$ cat config.mk
export PLATFORM = sky130hd
export DESIGN_NAME = wb_ddr_arbiter_flat
export DESIGN_NICKNAME = d
export VERILOG_FILES = /design/src/rtl/wb_ddr_arbiter_if.sv /design/src/rtl/wb_ddr_arbiter.sv /design/src/flat_wrapper.sv
export SDC_FILE = /design/constraint.sdc
export NUM_CORES = 1
export LEC_CHECK = 0
export CORE_AREA = 5 5 121 123
export CTS_BUF_LIST = sky130_fd_sc_hd__clkbuf_8
export DETAILED_ROUTE_END_ITERATION = 8
export DIE_AREA = 0 0 126 128
export PLACE_DENSITY_LB_ADDON = 0.12
export SKIP_CTS_REPAIR_TIMING = 1
export SLEW_MARGIN = 20
export SYNTH_ARGS = -nofsm -noshare
export SYNTH_HDL_FRONTEND = slang
export SYNTH_SLANG_ARGS = --single-unit
$ cat constraint.sdc
create_clock -name clk_i -period 5.2 [get_ports clk_i]
set_input_delay 0.52 -clock clk_i [delete_from_list [all_inputs] [get_ports clk_i]]
set_output_delay 0.52 -clock clk_i [all_outputs]
set_load 0.01 [all_outputs]
$ cat src/rtl/wb_ddr_arbiter_if.sv
// ----------------------------------------------------------------------------
// wb_ddr_arbiter_if
//
// Classic Wishbone link (32-bit data, 4 byte selects) used on the ports of
// wb_ddr_arbiter. A single link carries one master-to-slave connection.
//
// Parameters:
//   adr_width  width of adr
//
// Signals:
//   adr    master -> slave  address
//   dat_w  master -> slave  write data
//   sel    master -> slave  byte selects
//   we     master -> slave  write enable
//   cyc    master -> slave  cycle request
//   stb    master -> slave  strobe
//   dat_r  slave -> master  read data
//   ack    slave -> master  normal termination
//   err    slave -> master  error termination
//
// Modports:
//   master  the side that starts cycles (drives adr/dat_w/sel/we/cyc/stb)
//   slave   the side that terminates cycles (drives dat_r/ack/err)
// ----------------------------------------------------------------------------
interface wb_ddr_arbiter_if #(
    parameter int adr_width = 32
) ();

    logic [adr_width-1:0] adr;
    logic [31:0]          dat_w;
    logic [31:0]          dat_r;
    logic [3:0]           sel;
    logic                 we;
    logic                 cyc;
    logic                 stb;
    logic                 ack;
    logic                 err;

    modport master (
        output adr, dat_w, sel, we, cyc, stb,
        input  dat_r, ack, err
    );

    modport slave (
        input  adr, dat_w, sel, we, cyc, stb,
        output dat_r, ack, err
    );

endinterface

$ cat src/rtl/wb_ddr_arbiter.sv
// ----------------------------------------------------------------------------
// wb_ddr_arbiter
//
// Two-master to one-slave Wishbone arbiter sharing the ddr0 slave port
// between two requesters (e.g. the interconnect ddr window and a DMA/video
// master). Round-robin, cycle-granular: the winner keeps the grant for its
// whole CYC, including multi-strobe bursts, and is never preempted.
//
// Parameters:
//   adr_width       address width of all three links
//   timeout_cycles  stall cycles before a cycle is aborted (1..65535),
//                   only effective with WB_ARB_TIMEOUT_EN
//
// Ports:
//   clk_i   in   system clock
//   rst_ni  in   synchronous active-low reset
//   m0      slave modport   link from requester 0
//   m1      slave modport   link from requester 1
//   s       master modport  link to the shared ddr0 slave
//
// Build option:
//   WB_ARB_TIMEOUT_EN  when defined, a stalled slave is abandoned after
//                      timeout_cycles stall cycles: the granted master gets a
//                      one-cycle err and the slave is deselected (ABORT)
//                      until that master drops cyc. When undefined, a stuck
//                      slave stalls the granted master indefinitely.
// ----------------------------------------------------------------------------
module wb_ddr_arbiter #(
    parameter int adr_width      = 32,
    parameter int timeout_cycles = 1023
) (
    input  logic             clk_i,
    input  logic             rst_ni,
    wb_ddr_arbiter_if.slave  m0,
    wb_ddr_arbiter_if.slave  m1,
    wb_ddr_arbiter_if.master s
);

    if (timeout_cycles < 1 || timeout_cycles > 65535) begin : g_bad_timeout
        $error("wb_ddr_arbiter: timeout_cycles must be within 1..65535");
    end

    typedef enum logic [1:0] {
        IDLE  = 2'd0,
        GNT0  = 2'd1,
        GNT1  = 2'd2
`ifdef WB_ARB_TIMEOUT_EN
        ,
        ABORT = 2'd3
`endif
    } state_t;

    state_t               state_q;
    state_t               state_d;
    // 0: m0 held the most recent grant, 1: m1 did. Reset to 1 so m0 wins first.
    logic                 last_gnt;
    logic                 timeout_hit;
    logic [adr_width-1:0] adr_mux;

`ifdef WB_ARB_TIMEOUT_EN
    logic [15:0]          stall_cnt_q;
    logic                 stall;

    assign stall       = s.stb && !s.ack && !s.err;
    assign timeout_hit = stall && (stall_cnt_q == 16'(timeout_cycles - 1));

    // Stall counter restarts on every termination and on every grant change,
    // so each granted cycle gets its own full timeout budget.
    always_ff @(posedge clk_i) begin
        if (!rst_ni) begin
            stall_cnt_q <= '0;
        end else if ((state_d != state_q) || s.ack || s.err) begin
            stall_cnt_q <= '0;
        end else if (stall) begin
            stall_cnt_q <= stall_cnt_q + 16'd1;
        end
    end
`else
    assign timeout_hit = 1'b0;
`endif

    // State and round-robin history. last_gnt follows whichever master is
    // being granted next, so it is updated on entry to GNT0/GNT1.
    always_ff @(posedge clk_i) begin
        if (!rst_ni) begin
            state_q  <= IDLE;
            last_gnt <= 1'b1;
        end else begin
            state_q <= state_d;
            if (state_d == GNT0) begin
                last_gnt <= 1'b0;
            end else if (state_d == GNT1) begin
                last_gnt <= 1'b1;
            end
        end
    end

    // Next-state logic. A release hands over directly to a waiting master
    // without passing through IDLE.
    always_comb begin
        state_d = state_q;
        case (state_q)
            IDLE: begin
                if (m0.cyc && m1.cyc) begin
                    state_d = last_gnt ? GNT0 : GNT1;
                end else if (m0.cyc) begin
                    state_d = GNT0;
                end else if (m1.cyc) begin
                    state_d = GNT1;
                end
            end
            GNT0: begin
                if (!m0.cyc) begin
                    state_d = m1.cyc ? GNT1 : IDLE;
`ifdef WB_ARB_TIMEOUT_EN
                end else if (timeout_hit) begin
                    state_d = ABORT;
`endif
                end
            end
            GNT1: begin
                if (!m1.cyc) begin
                    state_d = m0.cyc ? GNT0 : IDLE;
`ifdef WB_ARB_TIMEOUT_EN
                end else if (timeout_hit) begin
                    state_d = ABORT;
`endif
                end
            end
`ifdef WB_ARB_TIMEOUT_EN
            // last_gnt still names the aborted master here.
            ABORT: begin
                if (!last_gnt && !m0.cyc) begin
                    state_d = m1.cyc ? GNT1 : IDLE;
                end else if (last_gnt && !m1.cyc) begin
                    state_d = m0.cyc ? GNT0 : IDLE;
                end
            end
`endif
            default: state_d = IDLE;
        endcase
    end

    // Slave-side address/data path follows m1 only while m1 is granted;
    // otherwise m0 is presented (including IDLE and reset).
    always_comb begin
        adr_mux = m0.adr;
        s.dat_w = m0.dat_w;
        s.sel   = m0.sel;
        s.we    = m0.we;
        if (state_q == GNT1) begin
            adr_mux = m1.adr;
            s.dat_w = m1.dat_w;
            s.sel   = m1.sel;
            s.we    = m1.we;
        end
    end

    assign s.adr = adr_mux;

    // Cycle/strobe pass through only for the granted master, so s.cyc drops
    // in the same cycle the owner drops its cyc.
    always_comb begin
        s.cyc = 1'b0;
        s.stb = 1'b0;
        case (state_q)
            GNT0: begin
                s.cyc = m0.cyc;
                s.stb = m0.stb;
            end
            GNT1: begin
                s.cyc = m1.cyc;
                s.stb = m1.stb;
            end
            default: begin
                s.cyc = 1'b0;
                s.stb = 1'b0;
            end
        endcase
    end

    // Terminations reach only the granted master; anything arriving in IDLE
    // or ABORT is dropped. A timeout is reported as err in its final cycle.
    always_comb begin
        m0.ack = 1'b0;
        m0.err = 1'b0;
        m1.ack = 1'b0;
        m1.err = 1'b0;
        case (state_q)
            GNT0: begin
                m0.ack = s.ack;
                m0.err = s.err || timeout_hit;
            end
            GNT1: begin
                m1.ack = s.ack;
                m1.err = s.err || timeout_hit;
            end
            default: begin
                m0.ack = 1'b0;
                m1.ack = 1'b0;
            end
        endcase
    end

    assign m0.dat_r = s.dat_r;
    assign m1.dat_r = s.dat_r;

endmodule

$ cat src/flat_wrapper.sv
// flat-port wrapper written by rule: the top's interface ports become plain ports
module wb_ddr_arbiter_flat 
#(
    parameter int adr_width      = 32,
    parameter int timeout_cycles = 1023
)
  (clk_i, rst_ni, m0_adr, m0_dat_w, m0_sel, m0_we, m0_cyc, m0_stb, m0_dat_r, m0_ack, m0_err, m1_adr, m1_dat_w, m1_sel, m1_we, m1_cyc, m1_stb, m1_dat_r, m1_ack, m1_err, s_adr, s_dat_w, s_sel, s_we, s_cyc, s_stb, s_dat_r, s_ack, s_err);
  wb_ddr_arbiter_if #(.adr_width(adr_width)) m0_i ();
  wb_ddr_arbiter_if #(.adr_width(adr_width)) m1_i ();
  wb_ddr_arbiter_if #(.adr_width(adr_width)) s_i ();
  input  logic clk_i;
  input  logic rst_ni;
  input wire logic [$bits(m0_i.adr)-1:0] m0_adr;
  input wire logic [$bits(m0_i.dat_w)-1:0] m0_dat_w;
  input wire logic [$bits(m0_i.sel)-1:0] m0_sel;
  input wire logic [$bits(m0_i.we)-1:0] m0_we;
  input wire logic [$bits(m0_i.cyc)-1:0] m0_cyc;
  input wire logic [$bits(m0_i.stb)-1:0] m0_stb;
  output wire logic [$bits(m0_i.dat_r)-1:0] m0_dat_r;
  output wire logic [$bits(m0_i.ack)-1:0] m0_ack;
  output wire logic [$bits(m0_i.err)-1:0] m0_err;
  input wire logic [$bits(m1_i.adr)-1:0] m1_adr;
  input wire logic [$bits(m1_i.dat_w)-1:0] m1_dat_w;
  input wire logic [$bits(m1_i.sel)-1:0] m1_sel;
  input wire logic [$bits(m1_i.we)-1:0] m1_we;
  input wire logic [$bits(m1_i.cyc)-1:0] m1_cyc;
  input wire logic [$bits(m1_i.stb)-1:0] m1_stb;
  output wire logic [$bits(m1_i.dat_r)-1:0] m1_dat_r;
  output wire logic [$bits(m1_i.ack)-1:0] m1_ack;
  output wire logic [$bits(m1_i.err)-1:0] m1_err;
  output wire logic [$bits(s_i.adr)-1:0] s_adr;
  output wire logic [$bits(s_i.dat_w)-1:0] s_dat_w;
  output wire logic [$bits(s_i.sel)-1:0] s_sel;
  output wire logic [$bits(s_i.we)-1:0] s_we;
  output wire logic [$bits(s_i.cyc)-1:0] s_cyc;
  output wire logic [$bits(s_i.stb)-1:0] s_stb;
  input wire logic [$bits(s_i.dat_r)-1:0] s_dat_r;
  input wire logic [$bits(s_i.ack)-1:0] s_ack;
  input wire logic [$bits(s_i.err)-1:0] s_err;
  assign m0_i.adr = m0_adr;
  assign m0_i.dat_w = m0_dat_w;
  assign m0_i.sel = m0_sel;
  assign m0_i.we = m0_we;
  assign m0_i.cyc = m0_cyc;
  assign m0_i.stb = m0_stb;
  assign m0_dat_r = m0_i.dat_r;
  assign m0_ack = m0_i.ack;
  assign m0_err = m0_i.err;
  assign m1_i.adr = m1_adr;
  assign m1_i.dat_w = m1_dat_w;
  assign m1_i.sel = m1_sel;
  assign m1_i.we = m1_we;
  assign m1_i.cyc = m1_cyc;
  assign m1_i.stb = m1_stb;
  assign m1_dat_r = m1_i.dat_r;
  assign m1_ack = m1_i.ack;
  assign m1_err = m1_i.err;
  assign s_adr = s_i.adr;
  assign s_dat_w = s_i.dat_w;
  assign s_sel = s_i.sel;
  assign s_we = s_i.we;
  assign s_cyc = s_i.cyc;
  assign s_stb = s_i.stb;
  assign s_i.dat_r = s_dat_r;
  assign s_i.ack = s_ack;
  assign s_i.err = s_err;
  wb_ddr_arbiter #(.adr_width(adr_width), .timeout_cycles(timeout_cycles)) u_core (.clk_i(clk_i), .rst_ni(rst_ni), .m0(m0_i), .m1(m1_i), .s(s_i));
endmodule
After elaboration in Yosys (flattened, before gate mapping)

Index checks and enable logic that the tools add are counted.

Input port bits: 178
Word-level logic and storage cells: 30
Output and inout port bits: 139
Bits in registers: 3

Equality and inequality tests: 4
Muxes and demuxes: 21
Reduce and logical (&&, ||, !) cells: 3

Operators by type and width:

| kind                                          | count |
|---|---|
| 2-to-1 mux 32 bit                             | 2 |
| 2-to-1 mux 2 bit                              | 7 |
| 2-to-1 mux 1 bit                              | 8 |
| one-hot mux 2 bit (3 select lines)            | 1 |
| == test 2 x 1 -> 1 bit, second input constant | 2 |
| == test 2 bit, second input constant          | 2 |
| 2-to-1 mux 4 bit                              | 1 |
| one-hot mux 1 bit (2 select lines)            | 2 |
| zero test 2 bit                               | 1 |
| nonzero test 2 bit                            | 1 |
| logical AND 1 bit                             | 1 |

Logic depth before layout (Yosys ltp)

Gate-level depths: netlist (run 1).

Word-level depth: 7
Depth in mapped cells: 10
Mapped depth without buffers: 9

Least setup slack after synthesis (run 1)

OpenSTA, ideal clock, no wires.

Path kind: flip-flop to flip-flop
Start point: register u_core.state_q[0]
End point: register u_core.last_gnt
Library setup time: 0.115 ns
Data arrival time: 1.760 ns
Period minus slack after synthesis: 1.875 ns
Required time: 5.085 ns
Stages on the path, launching flop included: 10
Slack: 3.325 ns
Buffers on the path: 1
Cell sequence: dfxtp_1 > inv_1 > ha_1 > buf_6 > a22o_2 > a21oi_2 > a21oi_1 > ha_1 > mux2i_1 > nand2_1

Cells in the longest elaborated chain, start to end: 6
Elaborated cells between the ends (all ways): 13
Classes of those cells: eq/ne: 4; mux: 7; reduce/logical: 2

RTL lines:

| item                                                    | line                                       | RTL |
|---|---|---|
| start, declared                                         | wb_ddr_arbiter.sv:53                       | `state_t state_q;` |
| start signal, assigned                                  | wb_ddr_arbiter.sv:89                       | `state_q <= state_d;` |
| 2-to-1 mux 2 bit                                        | wb_ddr_arbiter.sv:108                      | `end else if (m1.cyc) begin` |
| 2-to-1 mux 2 bit                                        | wb_ddr_arbiter.sv:106                      | `end else if (m0.cyc) begin` |
| 2-to-1 mux 2 bit                                        | wb_ddr_arbiter.sv:104                      | `if (m0.cyc && m1.cyc) begin` |
| one-hot mux 2 bit (3 select lines) *                    | wb_ddr_arbiter.sv:102                      | `case (state_q)` |
| named net u_core.state_d[0]                             | wb_ddr_arbiter.sv:54                       | `state_t state_d;` |
| == test 2 x 1 -> 1 bit or == test 2 bit (tied branches) | wb_ddr_arbiter.sv:90, wb_ddr_arbiter.sv:92 |  |
| 2-to-1 mux 1 bit or nonzero test 2 bit (tied branches)  | n/a                                        |  |
| end signal, assigned                                    | wb_ddr_arbiter.sv:87                       | `last_gnt <= 1'b1;` |
| end signal, assigned                                    | wb_ddr_arbiter.sv:91                       | `last_gnt <= 1'b0;` |
| end signal, assigned                                    | wb_ddr_arbiter.sv:93                       | `last_gnt <= 1'b1;` |
| end, declared                                           | wb_ddr_arbiter.sv:56                       | `logic last_gnt;` |

Mark *: on every way through the listed nets, which the timed path passes. The rest lies on a longest branch.
A chain may end at the register's enable or synchronous reset.

Final worst setup path (run 1)

Start point: register u_core.state_q[0]
End point: output s_dat_w[15]

Cells in the longest elaborated chain, start to end: 2

RTL lines:

| item              | line                  | RTL |
|---|---|---|
| == test 2 bit     | wb_ddr_arbiter.sv:151 | `if (state_q == GNT1) begin` |
| 2-to-1 mux 32 bit | wb_ddr_arbiter.sv:151 |  |
| end, declared     | flat_wrapper.sv:32    | `output wire logic [$bits(s_i.dat_w)-1:0] s_dat_w;` |

No other way between the ends.

==> results of run 1 <==
==> report_power, final <==
group          switching, mW  internal [mW]
sequential           0.00461         0.0268
clock                 0.0156         0.0503
combinational          0.137          0.280
total                  0.157          0.357
==> state kept, by name, summed over array words and instances (netlist names) <==
name	count
u_core.last_gnt	1
u_core.state_q	2
==> layout make-up <==
type                    instances  share of cell area
clock buffers                   3              0.0115
clock inverters                 1             0.00105
inverters                       3             0.00314
multi-input cells             102               0.291
flip-flops and latches          3              0.0167
well taps                     180              0.0628
repair buffers                220               0.614
==> cells by family after synthesis <==
| kind of cell | count (synthesis) | share of synthesized area |
|---|---|---|
| buffers and inverters | 75 | 0.355 |
| and+or+nand+nor | 14 | 0.0503 |
| DFF | 3 | 0.0355 |
| AOI/OAI and AO/OA | 12 | 0.0496 |
| muxes | 70 | 0.466 |
| adders and majority gates | 6 | 0.0444 |
==> cells in the mapped netlist <==
cell type / n
nor2b_1: 2
a21oi_1: 2
a31o_1: 1
a31oi_1: 1
a22oi_1: 1
and2b_1: 1
and4_1: 1
buf_6: 1
o21ai_1: 1
dfxtp_1: 3
nand2_1: 2
a22o_2: 1
buf_4: 64
ha_1: 6
mux2_2: 69
clkbuf_8: 7
a21oi_2: 1
nand2b_1: 1
nand3_1: 1
inv_1: 3
mux2i_1: 1
a21o_1: 1
o21ba_1: 1
and2_1: 6
o21ai_0: 2
==> path summary, 6_finish.rpt <==
kind	from	slack, ns	end	cells past startpoint
hold reg to reg	u_core.last_gnt	0.50	u_core.last_gnt	2
setup / recovery	u_core.state_q[0]	2.17	s_dat_w[15]	4
setup reg to reg	u_core.state_q[0]	2.77	u_core.last_gnt	8
hold / removal	u_core.last_gnt	0.50	u_core.last_gnt	2
==> stage by stage <==
stage | area [sq um] | hold WS (ns) | utilization
after floorplan | 1690 | 0.459 | -
after global placement | 3540 | 0.496 | 0.261
after detailed placement | 3540 | 0.496 | 0.261
after CTS | 3590 | 0.505 | 0.265
after global routing | 3590 | 0.535 | 0.265
final | 3590 | 0.500 | 0.265
==> per-layer routing <==
layer,vias up,wire length [um],global-route usage
met5,-,0,0
met4,0,16,0.0120
met3,6,839,0.0338
met2,122,4490,0.181
met1,819,3010,0.101
li1,864,-,-
==> worst max-delay path: stages (launching register included) <==
cell and delay (ns):
dfxtp_1 0.34, inv_1 0.15, ha_4 0.78, mux2_2 0.44, clkdlybuf4s50_1 0.49
==> flow_summary.ini, run 1 <==
[cts]
cts.htree.levels = 1
cts_buffer_depth = 2
cts_tree = built
clock-sinks = 3
cts_buffers = 3
clk_pin_slew_worst_paths_ns = 0.03
cts-root-buf = clkbuf_8
clk_latency_ns = 0.21

[setup_path]
start_kind = register
path_max_fanout = 72
critPathKind = register to output pin
cp.required_ns = 4.68
end_kind = output pin
worst_ep_arrival_time_ns = 2.51

[finish]
multi_input_area_sq_mm = 0.00104
drive_gt1_frac = 0.226
fin_cells = 512
layout_commonest_cell = clkdlybuf4s50_1
final_cell_mix = clkdlybuf4s50_1 (220), mux2_2 (69), and2_1 (6)
seq_area_sq_um = 60.1
fin_nets = 517
syn_to_final_growth_pct = 112
n_fill_cell = 1469
diodes = 0

[floorplan]
start_util = 0.125
io_pins = 317
die_y_um = 128
dieArea_sq_mm = 0.0161
fp.dieW_um = 126
placement_rows = 43
core_sq_mm = 0.0136

[drt]
drt_iter0_markers = 34
drt_wl_total_um = 8360
drt-vias-per-instance = 3.54
ant_nets = 0
drc = 0
drt_pass1_iterations = 3
post_drt_wl_per_cell_um = 16.3
vias = 1811

[power_and_ir_drop]
total_power_uw = 514
total_leakage_power_nw = 1.28
peakVddDrop_mv = 0.146
power_density_mw_per_mm2 = 143

[logic_synthesis]
synth_cells = 180
yosysUniqueCellTypes = 25
synth_area_sq_mm = 0.00169
yosysSeqAreaShare = 0.0355
synth_top_area_frac = 0.460
syn_avg_cell_area_sq_um = 9.39
syn_nets = 364
yosysTopAreaCell = mux2_2
yosys-top-cells-area = mux2_2 (46%), buf_4 (28%), clkbuf_8 (5.7%), ha_1 (4.4%), dfxtp_1 (3.6%)
ys_warn_count = 0
synth_seq_cells = 3

[place]
routabilityCongestion = 0.836
hpwl_um = 7190
io_buffer_count = 220
place_ws_ns = 2.29
place_inst = 508

[timing]
worst_slew_pin_slew_ns = 1.00
worst_slack_ns = 2.17
min_period_ns = 3.03
fin_skew_ns = 0.000560
tns_ns = 0
final_hold_viol_count = 0
relSlewSlack = 0.332
drv_slew = 0
rsz0062_at_grt = no
fmax_ghz = 0.330
timing.final.setup_violations = 0
period_share = 0.582

[grt]
overflow = 0
grt_usage = 0.0941
grt_pass1_wl_um = 12000
grt_max_degree = 73
antenna_found_initial = 0
grt_pass1_vias = 1951

[outcome]
status = complete, no violations

[hold_path]
hold_path_class = register to register

[run]
cap_violations = 0
No activity file was read; power rests on OpenSTA's default activity.
==> inputs of run 2 (changes only) <==
CORE_AREA = 5 5 119 121   (was 5 5 121 123)
DIE_AREA = 0 0 124 126   (was 0 0 126 128)
clock period = 2.65 ns   (was 5.2 ns; I/O delays follow)
==> run 2 against run 1 <==
Compared with the run above:
- sequential power is 96% higher
- die area down 3.1%
- count of clock-buffer cells in the layout unchanged
- cell count is 0.20% lower
- design area is 1.2% higher
- flip-flop and latch count is the same
- critical endpoint is now s_sel[2]
==> flow_summary.ini, run 2 (same netlist as run 1, synthesis figures left out) <==
[outcome]
status = complete, no violations

[place]
hpwl_um = 6960
io_buffer_count = 220
place_ws_ns = 0.444
routabilityCongestion = 0.726

[grt]
grt_usage = 0.0860
overflow = 0
antenna_found_initial = 0
grt_pass1_wl_um = 10700
grt_max_degree = 26
grt_pass1_vias = 2014

[setup_path]
rr_worst_depth = 9
critPathKind = register to output pin
worst_ep_arrival_time_ns = 2.14
cp.required_ns = 2.38
path_max_fanout = 15
cpPeakStageDelay_ns = 0.48
path_cells = inv_1 -> ha_4 -> buf_4 -> mux2_2 -> clkdlybuf4s50_1
cpMaxStageDelayCell = clkdlybuf4s50_1
start_kind = register
end_kind = output pin

[finish]
syn_to_final_growth_pct = 115
drive_gt1_frac = 0.233
seq_area_sq_um = 60.1
top_regs = u_core.state_q x2, u_core.last_gnt x1
multi_input_area_sq_mm = 0.00104
fin_nets = 520
largest_reg_flops = 2
layout_commonest_cell = clkdlybuf4s50_1
diodes = 0
largest-register = u_core.state_q
n_fill_cell = 1383
final_cell_mix = clkdlybuf4s50_1 (220), mux2_2 (69), and2_1 (6)

[floorplan]
die_y_um = 126
start_util = 0.130
placement_rows = 42
dieArea_sq_mm = 0.0156
fp.dieW_um = 124
core_sq_mm = 0.0130
io_pins = 317

[cts]
clk_latency_ns = 0.21
cts.htree.levels = 1
cts-root-buf = clkbuf_8
cts_buffer_depth = 2
cts_buffers = 3
clock-sinks = 3
cts_tree = built
clk_pin_slew_worst_paths_ns = 0.03

[drt]
ant_nets = 0
drt_wl_total_um = 7870
drt_iter0_markers = 15
drc = 0
vias = 1855
drt_pass1_iterations = 4
drt-vias-per-instance = 3.63
post_drt_wl_per_cell_um = 15.4

[timing]
worst_slack_ns = 0.246
min_period_ns = 2.40
timing.final.setup_violations = 0
drv_slew = 0
period_share = 0.907
tns_ns = 0
worst_slew_pin_slew_ns = 0.264
fmax_ghz = 0.416
relSlewSlack = 0.824
rsz0062_at_grt = no
final_hold_viol_count = 0
fin_skew_ns = 0.000951

[power_and_ir_drop]
peakVddDrop_mv = 0.0905
power_density_mw_per_mm2 = 281
total_leakage_power_nw = 1.31

[hold_path]
hold_path_class = register to register
worstHoldPathCells = 2

[run]
cap_violations = 0
==> run 2: changes by cell type in the layout (fill, tap and decap cells not counted) <==
cell	change
buf_12	+2
buf_4	+1
==> run 2: metal layers <==
layer,up-vias,global-route usage,part of all wire
met4,0,0.0335,0.023
li1,870,-,-
met1,804,0.0793,0.31
met5,-,0,0
met2,155,0.167,0.50
met3,26,0.0309,0.16
==> run 2: power by group <==
| part | switching [mW] | internal [mW] | total, mW |
|---|---|---|---|
| combinational | 0.269 | 0.563 | 0.832 |
| sequential | 0.00900 | 0.0527 | 0.0617 |
| clock | 0.0288 | 0.0985 | 0.127 |
==> run 2: cell type report <==
cell class	count	share of cell area
repair buffers	223	0.620
clock inverters	1	0.00103
clock buffers	3	0.0114
multi-input cells	102	0.287
well taps	176	0.0607
flip-flops and latches	3	0.0165
inverters	3	0.00310
==> run 2: metrics by stage <==
step	hold slack, ns	power [mW]	util	instance area (sq um)	std cells
after detailed placement	0.489	0.906	0.276	3580	507
after floorplan	0.327	0.509	-	1690	180
after CTS	0.502	1.04	0.280	3630	511
after global placement	0.511	0.911	0.276	3580	507
final	0.502	1.02	0.280	3630	511
after global routing	0.530	1.09	0.280	3630	511
==> run 2: final timing paths <==
| path | from | endpoint | slack, ns |
|---|---|---|---|
| worst max-delay path | u_core.state_q[0] | s_sel[2] | 0.25 |
| worst min-delay path | u_core.last_gnt | u_core.last_gnt | 0.50 |
| worst min register to register | u_core.last_gnt | u_core.last_gnt | 0.50 |
| worst max register to register | u_core.state_q[0] | u_core.last_gnt | 0.54 |
==> run 2: worst max-delay path, delay by kind of cell, from the launching register on <==
family / cells / cell delay [ns]
adders and majority gates: 1 / 0.30
DFF: 1 / 0.34
buffers and inverters: 3 / 0.92
muxes: 1 / 0.36
==> inputs of run 3 (changes only) <==
ABC_AREA = 1   (was unset)
CORE_AREA = 5 5 120 122   (was 5 5 119 121)
CTS_CLUSTER_SIZE = 8   (was unset)
DIE_AREA = 0 0 125 127   (was 0 0 124 126)
==> run 3 against run 2 <==
Compared with the run above:
- flip-flop and latch count is the same
- routed wire length grew 21%
- area after synthesis grew 19%
- cell count grew 3.5%
- critical path depth is the same
- clock power is essentially flat
- die area grew 1.6%
- largest power group unchanged
==> flow_summary.ini, run 3 <==
[grt]
grt_pass1_vias = 2021
grt_pass1_wl_um = 13500
overflow = 0
grt_max_degree = 31
grt_usage = 0.109
antenna_found_initial = 0

[power_and_ir_drop]
p_clk_frac = 0.106
power_frac_seq = 0.056
power.switching_uw = 380
total_leakage_power_nw = 1.63
total_power_mw = 1.20
pwr-share-comb = 0.838
p_int_uw = 824
switching_share = 0.315
peakVddDrop_mv = 0.175
power_density_mw_per_mm2 = 307

[cts]
cts_buffer_depth = 2
cts_tree = built
clock-sinks = 3
clk_pin_slew_worst_paths_ns = 0.03
cts_buffers = 3
clk_latency_ns = 0.21
cts.htree.levels = 1
cts-root-buf = clkbuf_8

[finish]
final_cell_mix = clkdlybuf4s50_1 (220), mux2_4 (69), nand2_1 (19)
fin_cells = 529
top_regs = u_core.state_q x2, u_core.last_gnt x1
finish.instance_area_sq_mm = 0.00392
largest-register = u_core.state_q
largest_reg_flops = 2
diodes = 0
fin_nets = 538
n_fill_cell = 1316
syn_to_final_growth_pct = 94.9
drive_gt1_frac = 0.229
layout_commonest_cell = clkdlybuf4s50_1

[floorplan]
io_pins = 317
fp.dieW_um = 125
core_sq_mm = 0.0131
start_util = 0.154
die_y_um = 127
placement_rows = 42
dieArea_sq_mm = 0.0159

[logic_synthesis]
synth_edf_count = 0
synth_most_common_cell = mux2_4
synth_cells = 198
ys_warn_count = 0
synth_area_sq_mm = 0.00201
synth_top_area_frac = 0.515
syn_nets = 382
synthFlopType = dfxtp_1
yosysUniqueCellTypes = 17
ys_async_sr_fraction = 0
syn_avg_cell_area_sq_um = 10.2
yosys-top-cells-area = mux2_4 (52%), buf_4 (24%), buf_12 (7.0%), ha_1 (3.7%), nand2_1 (3.5%)
synth_seq_cells = 3
ys_top_cells_by_count = mux2_4 (69), buf_4 (64), nand2_1 (19), inv_1 (13), buf_12 (7)
yosysSeqAreaShare = 0.0299
yosysTopAreaCell = mux2_4

[timing]
worst_slack_ns = 0.222
min_period_ns = 2.43
fin_skew_ns = 0.000809
rsz0062_at_grt = no
drv_slew = 0
worst_slew_pin_slew_ns = 0.257
fmax_ghz = 0.412
tns_ns = 0
final_hold_viol_count = 0
relSlewSlack = 0.828
timing.final.setup_violations = 0
period_share = 0.916

[setup_path]
path_delay_family = buffers and inverters
crit_buf_inv = 3
cp.required_ns = 2.38
worst_ep_arrival_time_ns = 2.16
path_cells = inv_1 -> ha_4 -> buf_12 -> mux2_4 -> clkdlybuf4s50_1
end_kind = output pin
start_kind = register
cpPeakStageDelay_ns = 0.53
cpMaxStageDelayCell = clkdlybuf4s50_1
path_max_fanout = 30
critPathKind = register to output pin

[outcome]
status = complete, no violations

[drt]
post_drt_wl_per_cell_um = 18.0
drt_iter0_markers = 69
drt_wl_total_um = 9550
ant_nets = 0
drt_pass1_iterations = 4
drc = 0
drt-vias-per-instance = 3.58
vias = 1892

[place]
place_ws_ns = 0.418
hpwl_um = 8550
routabilityCongestion = 0.834
placed_area_sq_mm = 0.00387
place_inst = 525
io_buffer_count = 220

[hold_path]
hold_path_class = register to register

[run]
cap_violations = 0
-- run 3: cell types whose count changed in the layout (fill, tap and decap cells not counted), moves of 2 or more --
cell	before	now
nor2_1	0	3
nand2_1	2	19
mux2_2	69	0
nand2_2	0	2
and2_1	6	0
nand3_1	1	3
nor2b_1	2	0
inv_1	4	14
mux2_4	0	69
-- run 3: final timing paths --
| check | start | endpoint | slack [ns] | cells after the start |
|---|---|---|---|---|
| worst min register to register | u_core.last_gnt | u_core.last_gnt | 0.53 | 2 |
| worst min-delay path | u_core.last_gnt | u_core.last_gnt | 0.53 | 2 |
| worst max-delay path | u_core.state_q[0] | s_dat_w[16] | 0.22 | 5 |
| worst max register to register | u_core.state_q[1] | u_core.last_gnt | 0.71 | 9 |
-- run 3: per-layer routing --
layer | global-route usage | share of wire
met1 | 0.115 | 0.36
met2 | 0.213 | 0.53
met3 | 0.0338 | 0.092
met4 | 0.0223 | 0.015
met5 | 0 | 0
-- run 3: cell type report --
type | count | area, sq um | area share
clock buffer | 3 | 41.3 | 0.0105
clock inverter | 1 | 3.75 | 0.000958
inverter | 13 | 48.8 | 0.0125
multi-input combinational | 110 | 1280 | 0.327
sequential | 3 | 60.1 | 0.0153
tap | 176 | 220 | 0.0562
timing repair buffer | 223 | 2260 | 0.577
-- run 3: metrics by stage --
step,hold WS [ns],util
floorplan,0.425,-
global placement,0.510,0.296
detailed placement,0.506,0.296
CTS,0.515,0.299
global route,0.530,0.299
finish,0.527,0.299
-- run 3: worst reg2reg max path: stages (launching register included) --
cell	delay, ns
dfxtp_1	0.44
inv_1	0.12
ha_1	0.27
or2_2	0.30
nand3_1	0.09
nand2_1	0.06
nand2_1	0.09
ha_1	0.24
a21oi_1	0.13
o21ai_0	0.08
-- run 3: power groups by stage --
stage	clock [mW]	sequential (mW)	combinational (mW)
detailed placement	0	0.0679	1.02
global route	0.137	0.0704	1.07
floorplan	0	0.0635	0.610
finish	0.127	0.0680	1.01
global placement	0	0.0679	1.03
CTS	0.130	0.0674	1.03
-- run 3: logic make-up (layout without fill, tap and decap cells) --
family / Yosys count / after routing / share of synthesized area
compound gates: 4 / 4 / 0.00995
fa+ha+maj: 6 / 6 / 0.0373
buf+inv: 85 / 240 / 0.339
flops: 3 / 3 / 0.0299
mux: 69 / 69 / 0.515
simple gates: 31 / 31 / 0.0691
